### src/rtl/nonrestoring_divider_pkg.sv
// Shared arithmetic definitions: default datapath width and sequencer state encoding.
// Also used by the Booth multiplier.
package nonrestoring_divider_pkg;

    localparam int unsigned DefaultWidth = 32;

    typedef enum logic [2:0] {
        StIdle = 3'd0,
        StInit = 3'd1,
        StIter = 3'd2,
        StFix  = 3'd3,
        StDone = 3'd4
    } arith_state_e;

endpackage

### src/rtl/nonrestoring_divider_if.sv
// Load/done handshake and operand/result bundle for the sequential divider.
interface nonrestoring_divider_if
    import nonrestoring_divider_pkg::*;
#(
    parameter int unsigned N = DefaultWidth
);

    logic         load;
    logic [N-1:0] A;
    logic [N-1:0] B;
    logic         done;
    logic [N-1:0] quotient;
    logic [N-1:0] remainder;
    logic         div_by_zero;

    modport master (
        output load, A, B,
        input  done, quotient, remainder, div_by_zero
    );

    modport slave (
        input  load, A, B,
        output done, quotient, remainder, div_by_zero
    );

endinterface

### src/rtl/div_addsub.sv
// (N+1)-bit partial-remainder adder/subtractor: subtracts the divisor when sub is set,
// otherwise adds it. Shared by the iteration step and the final remainder restore.
module div_addsub
    import nonrestoring_divider_pkg::*;
#(
    parameter int unsigned N = DefaultWidth
) (
    input  logic [N:0]   operand,
    input  logic [N-1:0] divisor,
    input  logic         sub,
    output logic [N:0]   result
);

    always_comb begin
        result = sub ? (operand - {1'b0, divisor}) : (operand + {1'b0, divisor});
    end

endmodule

### src/rtl/nonrestoring_divider.sv
// Sequential signed divider: non-restoring division on operand magnitudes, one quotient
// bit per cycle, with sign correction and remainder restore in a final FIX cycle.
module nonrestoring_divider
    import nonrestoring_divider_pkg::*;
#(
    parameter int unsigned N = DefaultWidth
) (
    input logic                    clk,
    input logic                    rst_n,
    nonrestoring_divider_if.slave  bus
);

    localparam int unsigned CntW = $clog2(N);

    arith_state_e state_q, state_d;

    logic [N-1:0]    a_q, a_d;
    logic [N-1:0]    b_q, b_d;
    logic            sign_a_q, sign_a_d;
    logic            sign_b_q, sign_b_d;
    logic [N-1:0]    q_q, q_d;
    logic [N-1:0]    d_q, d_d;
    logic [N:0]      p_q, p_d;
    logic [CntW-1:0] cnt_q, cnt_d;

    logic [N-1:0]    quot_q, quot_d;
    logic [N-1:0]    rem_q, rem_d;
    logic            dbz_q, dbz_d;
    logic            done_q, done_d;

    logic [N:0]      shift;
    logic [N:0]      addsub_operand;
    logic [N:0]      addsub_res;
    logic [N-1:0]    a_mag;
    logic [N-1:0]    b_mag;
    logic [N-1:0]    rem_mag;
    logic            divisor_zero;

    // The P sign bit picks subtract/add in both ITER and FIX; in FIX the result is only
    // taken when P is negative, which makes it the restore add.
    always_comb begin
        shift          = {p_q[N-1:0], q_q[N-1]};
        addsub_operand = (state_q == StFix) ? p_q : shift;
    end

    div_addsub #(
        .N (N)
    ) u_addsub (
        .operand (addsub_operand),
        .divisor (d_q),
        .sub     (~p_q[N]),
        .result  (addsub_res)
    );

    always_comb begin
        a_mag        = sign_a_q ? (~a_q + 1'b1) : a_q;
        b_mag        = sign_b_q ? (~b_q + 1'b1) : b_q;
        rem_mag      = p_q[N] ? addsub_res[N-1:0] : p_q[N-1:0];
        divisor_zero = (d_q == '0);
    end

    always_comb begin
        state_d  = state_q;
        a_d      = a_q;
        b_d      = b_q;
        sign_a_d = sign_a_q;
        sign_b_d = sign_b_q;
        q_d      = q_q;
        d_d      = d_q;
        p_d      = p_q;
        cnt_d    = cnt_q;
        quot_d   = quot_q;
        rem_d    = rem_q;
        dbz_d    = dbz_q;
        done_d   = done_q;

        unique case (state_q)
            StIdle: begin
                done_d = 1'b0;
                if (bus.load) begin
                    a_d      = bus.A;
                    b_d      = bus.B;
                    sign_a_d = bus.A[N-1];
                    sign_b_d = bus.B[N-1];
                    state_d  = StInit;
                end
            end
            StInit: begin
                q_d     = a_mag;
                d_d     = b_mag;
                p_d     = '0;
                cnt_d   = CntW'(N - 1);
                state_d = StIter;
            end
            StIter: begin
                p_d   = addsub_res;
                q_d   = {q_q[N-2:0], ~addsub_res[N]};
                cnt_d = cnt_q - 1'b1;
                if (cnt_q == '0) begin
                    state_d = StFix;
                end
            end
            StFix: begin
                p_d    = p_q[N] ? addsub_res : p_q;
                // Dividing by zero leaves an all-ones magnitude, reported as -1 unnegated.
                quot_d = ((sign_a_q ^ sign_b_q) && !divisor_zero) ? (~q_q + 1'b1) : q_q;
                rem_d  = sign_a_q ? (~rem_mag + 1'b1) : rem_mag;
                dbz_d  = divisor_zero;
                done_d  = 1'b1;
                state_d = StDone;
            end
            StDone: begin
                done_d  = 1'b0;
                state_d = StIdle;
            end
            default: begin
                state_d = StIdle;
            end
        endcase
    end

    always_ff @(posedge clk or negedge rst_n) begin
        if (!rst_n) begin
            state_q  <= StIdle;
            a_q      <= '0;
            b_q      <= '0;
            sign_a_q <= 1'b0;
            sign_b_q <= 1'b0;
            q_q      <= '0;
            d_q      <= '0;
            p_q      <= '0;
            cnt_q    <= '0;
            quot_q   <= '0;
            rem_q    <= '0;
            dbz_q    <= 1'b0;
            done_q   <= 1'b0;
        end else begin
            state_q  <= state_d;
            a_q      <= a_d;
            b_q      <= b_d;
            sign_a_q <= sign_a_d;
            sign_b_q <= sign_b_d;
            q_q      <= q_d;
            d_q      <= d_d;
            p_q      <= p_d;
            cnt_q    <= cnt_d;
            quot_q   <= quot_d;
            rem_q    <= rem_d;
            dbz_q    <= dbz_d;
            done_q   <= done_d;
        end
    end

    assign bus.done        = done_q;
    assign bus.quotient    = quot_q;
    assign bus.remainder   = rem_q;
    assign bus.div_by_zero = dbz_q;

endmodule

### src/flat_wrapper.sv
// flat-port wrapper written by rule: the top's interface ports become plain ports
module nonrestoring_divider_flat import nonrestoring_divider_pkg::*;
#(
    parameter int unsigned N = DefaultWidth
)
  (clk, rst_n, bus_load, bus_A, bus_B, bus_done, bus_quotient, bus_remainder, bus_div_by_zero);
  nonrestoring_divider_if #(.N(N)) bus_i ();
  input logic clk;
  input logic rst_n;
  input wire logic [$bits(bus_i.load)-1:0] bus_load;
  input wire logic [$bits(bus_i.A)-1:0] bus_A;
  input wire logic [$bits(bus_i.B)-1:0] bus_B;
  output wire logic [$bits(bus_i.done)-1:0] bus_done;
  output wire logic [$bits(bus_i.quotient)-1:0] bus_quotient;
  output wire logic [$bits(bus_i.remainder)-1:0] bus_remainder;
  output wire logic [$bits(bus_i.div_by_zero)-1:0] bus_div_by_zero;
  assign bus_i.load = bus_load;
  assign bus_i.A = bus_A;
  assign bus_i.B = bus_B;
  assign bus_done = bus_i.done;
  assign bus_quotient = bus_i.quotient;
  assign bus_remainder = bus_i.remainder;
  assign bus_div_by_zero = bus_i.div_by_zero;
  nonrestoring_divider #(.N(N)) u_core (.clk(clk), .rst_n(rst_n), .bus(bus_i));
endmodule
### config.mk
export PLATFORM = sky130hd
export DESIGN_NAME = nonrestoring_divider_flat
export DESIGN_NICKNAME = d
export VERILOG_FILES = /design/src/rtl/nonrestoring_divider_pkg.sv /design/src/rtl/nonrestoring_divider_if.sv /design/src/rtl/div_addsub.sv /design/src/rtl/nonrestoring_divider.sv /design/src/flat_wrapper.sv
export SDC_FILE = /design/constraint.sdc
export NUM_CORES = 1
export LEC_CHECK = 0
export ABC_CLOCK_PERIOD_IN_PS = 4800
export BUFFER_PORTS_ARGS = -buffer_cell sky130_fd_sc_hd__buf_2
export CAP_MARGIN = 20
export CORE_MARGIN = 4
export CORE_UTILIZATION = 30
export DETAILED_ROUTE_END_ITERATION = 7
export GPL_ROUTABILITY_DRIVEN = 0
export SLEW_MARGIN = 20
export SYNTH_ARGS = -nofsm -noshare
export SYNTH_HDL_FRONTEND = slang
export SYNTH_HIERARCHICAL = 1
export SYNTH_SLANG_ARGS = --single-unit
### constraint.sdc
create_clock -name clk -period 4.8 [get_ports clk]
set_input_delay 0.96 -clock clk [delete_from_list [all_inputs] [get_ports clk]]
set_output_delay 0.96 -clock clk [all_outputs]
set_load 0.03 [all_outputs]
==> key figures, run 1 <==
Setup path
  • Top Family by Delay on Critical Path: simple AND/OR/NAND/NOR gates
  • Cells along the critical path: nor4_4, nor4b_4, and3_4, a21oi_1, xnor2_1, ha_1, nand4_1, nor2_2, nand3_1, a311o_1, and2_4, o21ai_4, xnor2_2, or3b_4, and2_4, or3_4, or3_4, and3_4, o31ai_2
  • CP required: 5.26 ns
  • Worst Path Buf+Inv: 0
  • Reg2reg path depth: 19
  • Cell with the largest stage delay on the worst path: ha_1
  • Startpoint types: register
  • CP endpoint kind: register
  • CP max stage delay: 0.41 ns
  • Reg-to-Reg End: u_core/bus.remainder[27]$_DFFE_PN0P_
  • Critical path fanouts, max: 7
  • CP Class: reg -> reg
  • FF-to-FF Start: u_core/d_q[6]$_DFFE_PN0P_
  • Reg-to-reg slack, setup: -0.05 ns
  • Worst EP arrival: 5.31 ns

Synthesis
  • Synth top area share: 39.23%
  • Number of synthesized register bits: 235
  • Mux contribution to synthesized area: 7.028%
  • Cells after Synth: 1,687
  • Avg Cell Area, Syn: 8.886 um2
  • Distinct cells, synth: 77
  • Post-synth EDFFs: 0
  • Primary FF master, synth: dfrtp_1
  • Yosys top cell by area: dfrtp_1
  • Ys Warns: 6
  • Compound-Gate Fraction of Synth Area: 19.92%
  • Synth async-reset ratio: 100.0%
  • Syn Nets: 1,793
  • Post-Synth XOR/XNOR Area: 9.757%
  • Largest cells by area after synthesis: dfrtp_1, nand2_1, o21ai_0
  • Sequential share of the synthesized area: 39.23%
  • Adder-cell area share of the yosys netlist: 3.305%
  • Synth Area in Simple Gates: 17.39%
  • Mapped Area: 0.01499 mm2
  • Largest family of logic cells by synthesized area: compound AO/OA/AOI/OAI gates

STA
  • Worst Setup Slack, final: -0.04898 ns
  • Setup violations, final: 2
  • Final Max Tran Viols: 0
  • RSZ-0062 raised after global routing: yes
  • Rel. slew slack: 32.94%
  • Fmax: 0.2062 GHz
  • Fin crit share: 101.0%
  • Minimum clock period after layout: 4.849 ns
  • Worst slew pin tran: 0.9983 ns
  • Post-Route Skew: 0.01208 ns
  • Final Hold Fails: 0

Clocking
  • Worst-path clk slew: 0.06 ns
  • CTS Buffer Depth: 3
  • CTS root buf: clkbuf_16
  • Clock Latency Late Sink: 0.55 ns
  • Post-CTS Hold Fix Bufs: 0
  • Total CTS buffers: 27
  • CTS tree: yes
  • Htree depth: 1
  • Clock sink total: 235

Die
  • Top Ports: 133
  • Initial Util: 30.50%
  • Die height: 231.5 um
  • Core box area: 0.04915 mm2
  • Std cell rows: 81
  • Die area: 0.05361 mm2
  • Die X: 231.5 um

Cells and area
  • Design area: 0.01824 mm2
  • FILL cells: 4,914
  • P&R area growth vs syn: 21.69%
  • Nets: 1,972
  • Non-filler cells, final: 2,554
  • Layout cell share with drive strength beyond 1: 23.17%

Placed design
  • Area post-placement: 0.01692 mm2
  • IO Port Bufs: 132
  • Detail Placement HPWL: 31.94 mm
  • Inst Count DP: 2,482

GRT
  • Largest net degree at the start of global routing: 131
  • GRT Util Overall: 15.20%
  • Number of global-route vias before repair: 12,230
  • Global route overflow: 0
  • Initial antenna violation count: 15
  • Global-route wire length before repair: 67.56 mm

Routing
  • Drt wl/cell: 16.45 um
  • DR vias/cell: 5.042
  • Antenna Nets Post-Route: 0
  • Final wirelength: 42.01 mm
  • Routed vias: 12,880
  • Drc violations: 0
  • Length of the first detailed-routing pass in iterations: 6
  • DR iter-0 viols: 879

Run
  • Max_cap viols: 0

Status
  • Outcome: finished with violations
  • Failing checks: negative setup slack

Min path
  • Hold WC Path Type: in -> async
==> flip-flops by register name, summed over array words and instances (netlist names) <==
register,cells
u_core/bus.done,1
u_core/cnt_q,5
u_core/bus.div_by_zero,1
u_core/b_q,32
u_core/bus.quotient,32
u_core/q_q,32
u_core/p_q,33
u_core/bus.remainder,32
u_core/a_q,32
u_core/state_q,3
u_core/d_q,32
==> synth_stat cells (4+ instances only) <==
cell / number
nand4_1: 11
or4_1: 13
nand3_1: 13
nor3b_1: 7
dfrtp_1: 235
o21ai_1: 6
nand2b_1: 13
xor2_1: 75
or3_1: 28
inv_1: 38
nor4_1: 19
nand2_1: 260
xnor2_1: 92
o21bai_1: 6
or2_2: 7
a22oi_1: 25
and2_1: 8
mux2_2: 66
ha_1: 38
buf_2: 5
o41ai_1: 10
clkbuf_1: 74
a21oi_1: 90
and3_1: 5
mux2i_1: 31
o211ai_1: 7
o21a_1: 9
o31ai_1: 32
a31oi_1: 11
nor2b_1: 7
o21ai_0: 174
nor3_1: 45
or3b_2: 5
a22o_1: 39
nor2_1: 83
o221ai_1: 4
a21o_1: 17
buf_1: 16
a211oi_1: 9
==> worst max path at each step <==
stage	start	to	cells past startpoint
final	u_core/d_q[6]$_DFFE_PN0P_	u_core/bus.remainder[27]$_DFFE_PN0P_	19
after global routing	u_core/d_q[6]$_DFFE_PN0P_	u_core/bus.remainder[27]$_DFFE_PN0P_	19
after CTS	u_core/d_q[4]$_DFFE_PN0P_	u_core/bus.remainder[27]$_DFFE_PN0P_	19
after detailed placement	u_core/d_q[6]$_DFFE_PN0P_	u_core/bus.remainder[27]$_DFFE_PN0P_	18
after global placement	u_core/d_q[6]$_DFFE_PN0P_	u_core/bus.remainder[27]$_DFFE_PN0P_	18
after floorplan	u_core/state_q[2]$_DFFE_PN0P_	u_core/bus.remainder[27]$_DFFE_PN0P_	21
==> area by class of cell <==
type	instances	area [um2]	area share [%]
flip-flops and latches	235	5883	32.25
repair inverters	1	5.005	0.02743
multi-input cells	1319	8904	48.81
repair buffers	244	1555	8.525
inverters	38	146.4	0.8025
clock inverters	9	113.9	0.6241
well taps	664	830.8	4.554
clock buffers	40	794.5	4.355
diodes	4	10.01	0.05487
==> cells in the final DEF, fill, tap and decap left out, drive strengths merged, types with 10 or more instances in the layout <==
cell and instances:
clkbuf 40, nor3 45, a21o 17, o31ai 33
nand2b 13, or4 14, ha 38, or3 29
a31oi 11, xnor2 92, nand3 13, mux2i 31
o41ai 10, mux2 66, a21oi 90, nor4 22
dfrtp 235, nor2 83, nand4 12, nand2 260
xor2 75, inv 38, o21ai 180, a22oi 25
buf 244, a22o 39
==> per-stage QoR <==
step                hold slack [ns]  utilization (%)  setup WS, ns   TNS, ns
finish                       0.2896            37.11      -0.04898  -0.07310
global route                 0.2901            37.10       -0.2337    -1.220
CTS                          0.4785            36.38       0.01554         0
detailed placement           0.4655            34.42       -0.1278   -0.3701
global placement             0.4598            34.39      -0.06996   -0.1159
floorplan                    0.4577                -     0.0007376         0
==> cells by family (layout without fill, tap and decap cells) <==
group | after synthesis | in the layout
AO/OA/AOI/OAI | 473 | 473
XOR/XNOR | 167 | 167
adder cells (fa/ha/maj) | 39 | 39
buffers and inverters | 133 | 332
flip-flops | 235 | 235
multiplexers | 97 | 97
other | 0 | 4
AND/OR/NAND/NOR | 543 | 543
==> repair_timing <==
item	in CTS	in global routing
endpoints found under the setup margin	5	18
resized for setup	5	50
setup buffers	5	12
gates cloned	0	1
pin swaps	18	17
==> per-layer routing <==
metal	part of all wire (%)	vias to the layer above	global-route usage, %
li1	-	6439	-
met1	50	6074	22.68
met2	42	278	22.87
met3	5.9	64	3.208
met4	1.7	22	2.821
met5	0.33	-	0
Power of run 1 is left out: the tool's default activity adds up to more than one toggle a clock period on the data nets, which glitch-free logic cannot reach.
==> run 2, diff against run 1 <==
==> constraint.sdc (replaced) <==
create_clock -name clk -period 4.8 [get_ports clk]
set_input_delay 1.2 -clock clk [delete_from_list [all_inputs] [get_ports clk]]
set_output_delay 1.2 -clock clk [all_outputs]
set_load 0.03 [all_outputs]
==> key figures, run 2 (same netlist as run 1, synthesis figures left out) <==
Setup path
  • CP required: 5.21 ns
  • FF-to-FF Start: u_core/d_q[6]$_DFFE_PN0P_
  • Reg-to-Reg End: u_core/bus.remainder[31]$_DFFE_PN0P_
  • CP endpoint kind: register
  • Worst EP arrival: 5.22 ns
  • Worst setup path startpoint: u_core/d_q[6]$_DFFE_PN0P_
  • Reg-to-reg slack, setup: -0.007 ns
  • CP Class: reg -> reg
  • Critical path fanouts, max: 6
  • Crit path to: u_core/bus.remainder[31]$_DFFE_PN0P_
  • Reg2reg path depth: 20
  • Startpoint types: register

Die
  • Core box area: 0.04915 mm2
  • Initial Util: 30.50%
  • Top Ports: 133
  • Std cell rows: 81
  • Die X: 231.5 um
  • Die height: 231.5 um
  • Die area: 0.05361 mm2

Clocking
  • Clock Latency Late Sink: 0.55 ns
  • CTS root buf: clkbuf_16
  • Htree depth: 1
  • CTS Buffer Depth: 3
  • CTS tree: yes
  • Total CTS buffers: 26
  • Worst-path clk slew: 0.06 ns
  • Post-CTS Hold Fix Bufs: 0
  • Clock sink total: 235

Routing
  • Routed vias: 12,940
  • Final wirelength: 42.51 mm
  • DR iter-0 viols: 867
  • Length of the first detailed-routing pass in iterations: 5
  • Antenna Nets Post-Route: 0
  • Drt wl/cell: 16.71 um
  • DR vias/cell: 5.086
  • Drc violations: 0

STA
  • Fin crit share: 100.1%
  • Post-Route Skew: 0.01876 ns
  • Rel. slew slack: 39.37%
  • Hold Slack: 0.4657 ns
  • Final Hold Fails: 0
  • RSZ-0062 raised after global routing: yes
  • Final Max Tran Viols: 0
  • Worst slew pin tran: 0.9095 ns
  • Setup violations, final: 1
  • Worst Setup Slack, final: -0.006850 ns
  • Minimum clock period after layout: 4.807 ns
  • Fmax: 0.2080 GHz

Placed design
  • Inst Count DP: 2,483
  • IO Port Bufs: 132
  • Detail Placement HPWL: 32.18 mm

GRT
  • Global-route wire length before repair: 67.95 mm
  • Initial antenna violation count: 14
  • Global route overflow: 0
  • Largest net degree at the start of global routing: 113
  • GRT Util Overall: 15.33%
  • Number of global-route vias before repair: 12,460

Status
  • Failing checks: negative setup slack
  • Outcome: finished with violations

Cells and area
  • P&R area growth vs syn: 20.74%
  • Layout cell share with drive strength beyond 1: 22.44%
  • Nets: 1,966
  • Non-filler cells, final: 2,544
  • Commonest non-fill, non-tap cell in the layout: nand2_1
  • Largest reg by FF count: u_core/p_q
  • Commonest cells after routing, fill and taps aside: nand2_1, dfrtp_1, o21ai_0, buf_2, buf_4
  • Max FFs per register: 33

Run
  • Max_cap viols: 0

Min path
  • Hold WC Path Type: reg -> reg
[run 2: cell types whose count changed in the layout (fill, tap and decap cells not counted), moves of 3 or more]
cell	previous run	this run
a21oi_2	9	5
nor3_2	1	4
a21oi_1	80	85
clkbuf_8	7	3
nor2_2	4	1
[run 2: how the worst min path moves through the flow]
| stage | start | endpoint | slack, ns | depth (start not counted) |
|---|---|---|---|---|
| after global placement | u_core/bus.remainder[9]$_DFFE_PN0P_ | u_core/bus.remainder[9]$_DFFE_PN0P_ | 0.45 | 2 |
| final | u_core/bus.remainder[9]$_DFFE_PN0P_ | u_core/bus.remainder[9]$_DFFE_PN0P_ | 0.47 | 2 |
| after CTS | u_core/bus.remainder[9]$_DFFE_PN0P_ | u_core/bus.remainder[9]$_DFFE_PN0P_ | 0.47 | 2 |
| after floorplan | u_core/cnt_q[3]$_DFFE_PN0N_ | u_core/cnt_q[3]$_DFFE_PN0N_ | 0.46 | 1 |
| after detailed placement | u_core/bus.remainder[9]$_DFFE_PN0P_ | u_core/bus.remainder[9]$_DFFE_PN0P_ | 0.46 | 2 |
| after global routing | u_core/bus.quotient[24]$_DFFE_PN0P_ | u_core/bus.quotient[24]$_DFFE_PN0P_ | 0.49 | 2 |
[run 2: routing by layer]
metal / up-vias / share of wire, % / global-route usage (%)
li1: 6425 / - / -
met1: 6146 / 50 / 23.08
met2: 294 / 43 / 22.89
met3: 57 / 5.4 / 2.778
met4: 18 / 1.9 / 3.363
met5: - / 0.29 / 0
[run 2: cell type report]
class,instances,area [um2]
Timing Repair Buffer,240,1498
Inverter,38,146.4
Sequential cell,235,5883
Clock inverter,6,86.33
Antenna cell,4,10.01
Fill cell,4947,31050
Clock buffer,38,747.0
Multi-Input combinational cell,1319,8899
Tap cell,664,830.8
[run 2: repair_timing]
item,4_1_cts,5_1_grt
pin swaps,12,30
buffers inserted,4,9
gates resized for setup,8,43
hold endpoints to repair,0,0
gates cloned,0,0
endpoints found under the setup margin,6,18
[run 2: worst max-delay path: stages, from the launching register on]
cell and delay (ns):
dfrtp_1 0.40, nor4_4 0.30, nor4b_4 0.30, buf_4 0.18, a31oi_4 0.09, xnor2_2 0.15
ha_1 0.31, buf_6 0.13, nand4_1 0.15, nor2_1 0.18, nand3_1 0.09, a311o_1 0.35
and2_4 0.19, o21ai_4 0.18, xnor2_2 0.10, or3b_4 0.41, and2_4 0.17, or3_4 0.33
or3_4 0.35, o211ai_1 0.17, o311ai_1 0.13
[run 2: metrics by stage]
| stage | worst slack (ns) | TNS (ns) | cell area, um2 | util, % |
|---|---|---|---|---|
| 2_1_floorplan | 0.0007376 | 0 | 15060 | - |
| 3_3_place_gp | -0.05010 | -0.06053 | 16920 | 34.42 |
| 3_5_place_dp | -0.07975 | -0.1688 | 16930 | 34.43 |
| 4_1_cts | 0.001500 | 0 | 17820 | 36.25 |
| 5_1_grt | -0.2918 | -2.362 | 18100 | 36.82 |
| 6_report | -0.006850 | -0.006850 | 18100 | 36.82 |
Power of run 2 is left out for the same reason.
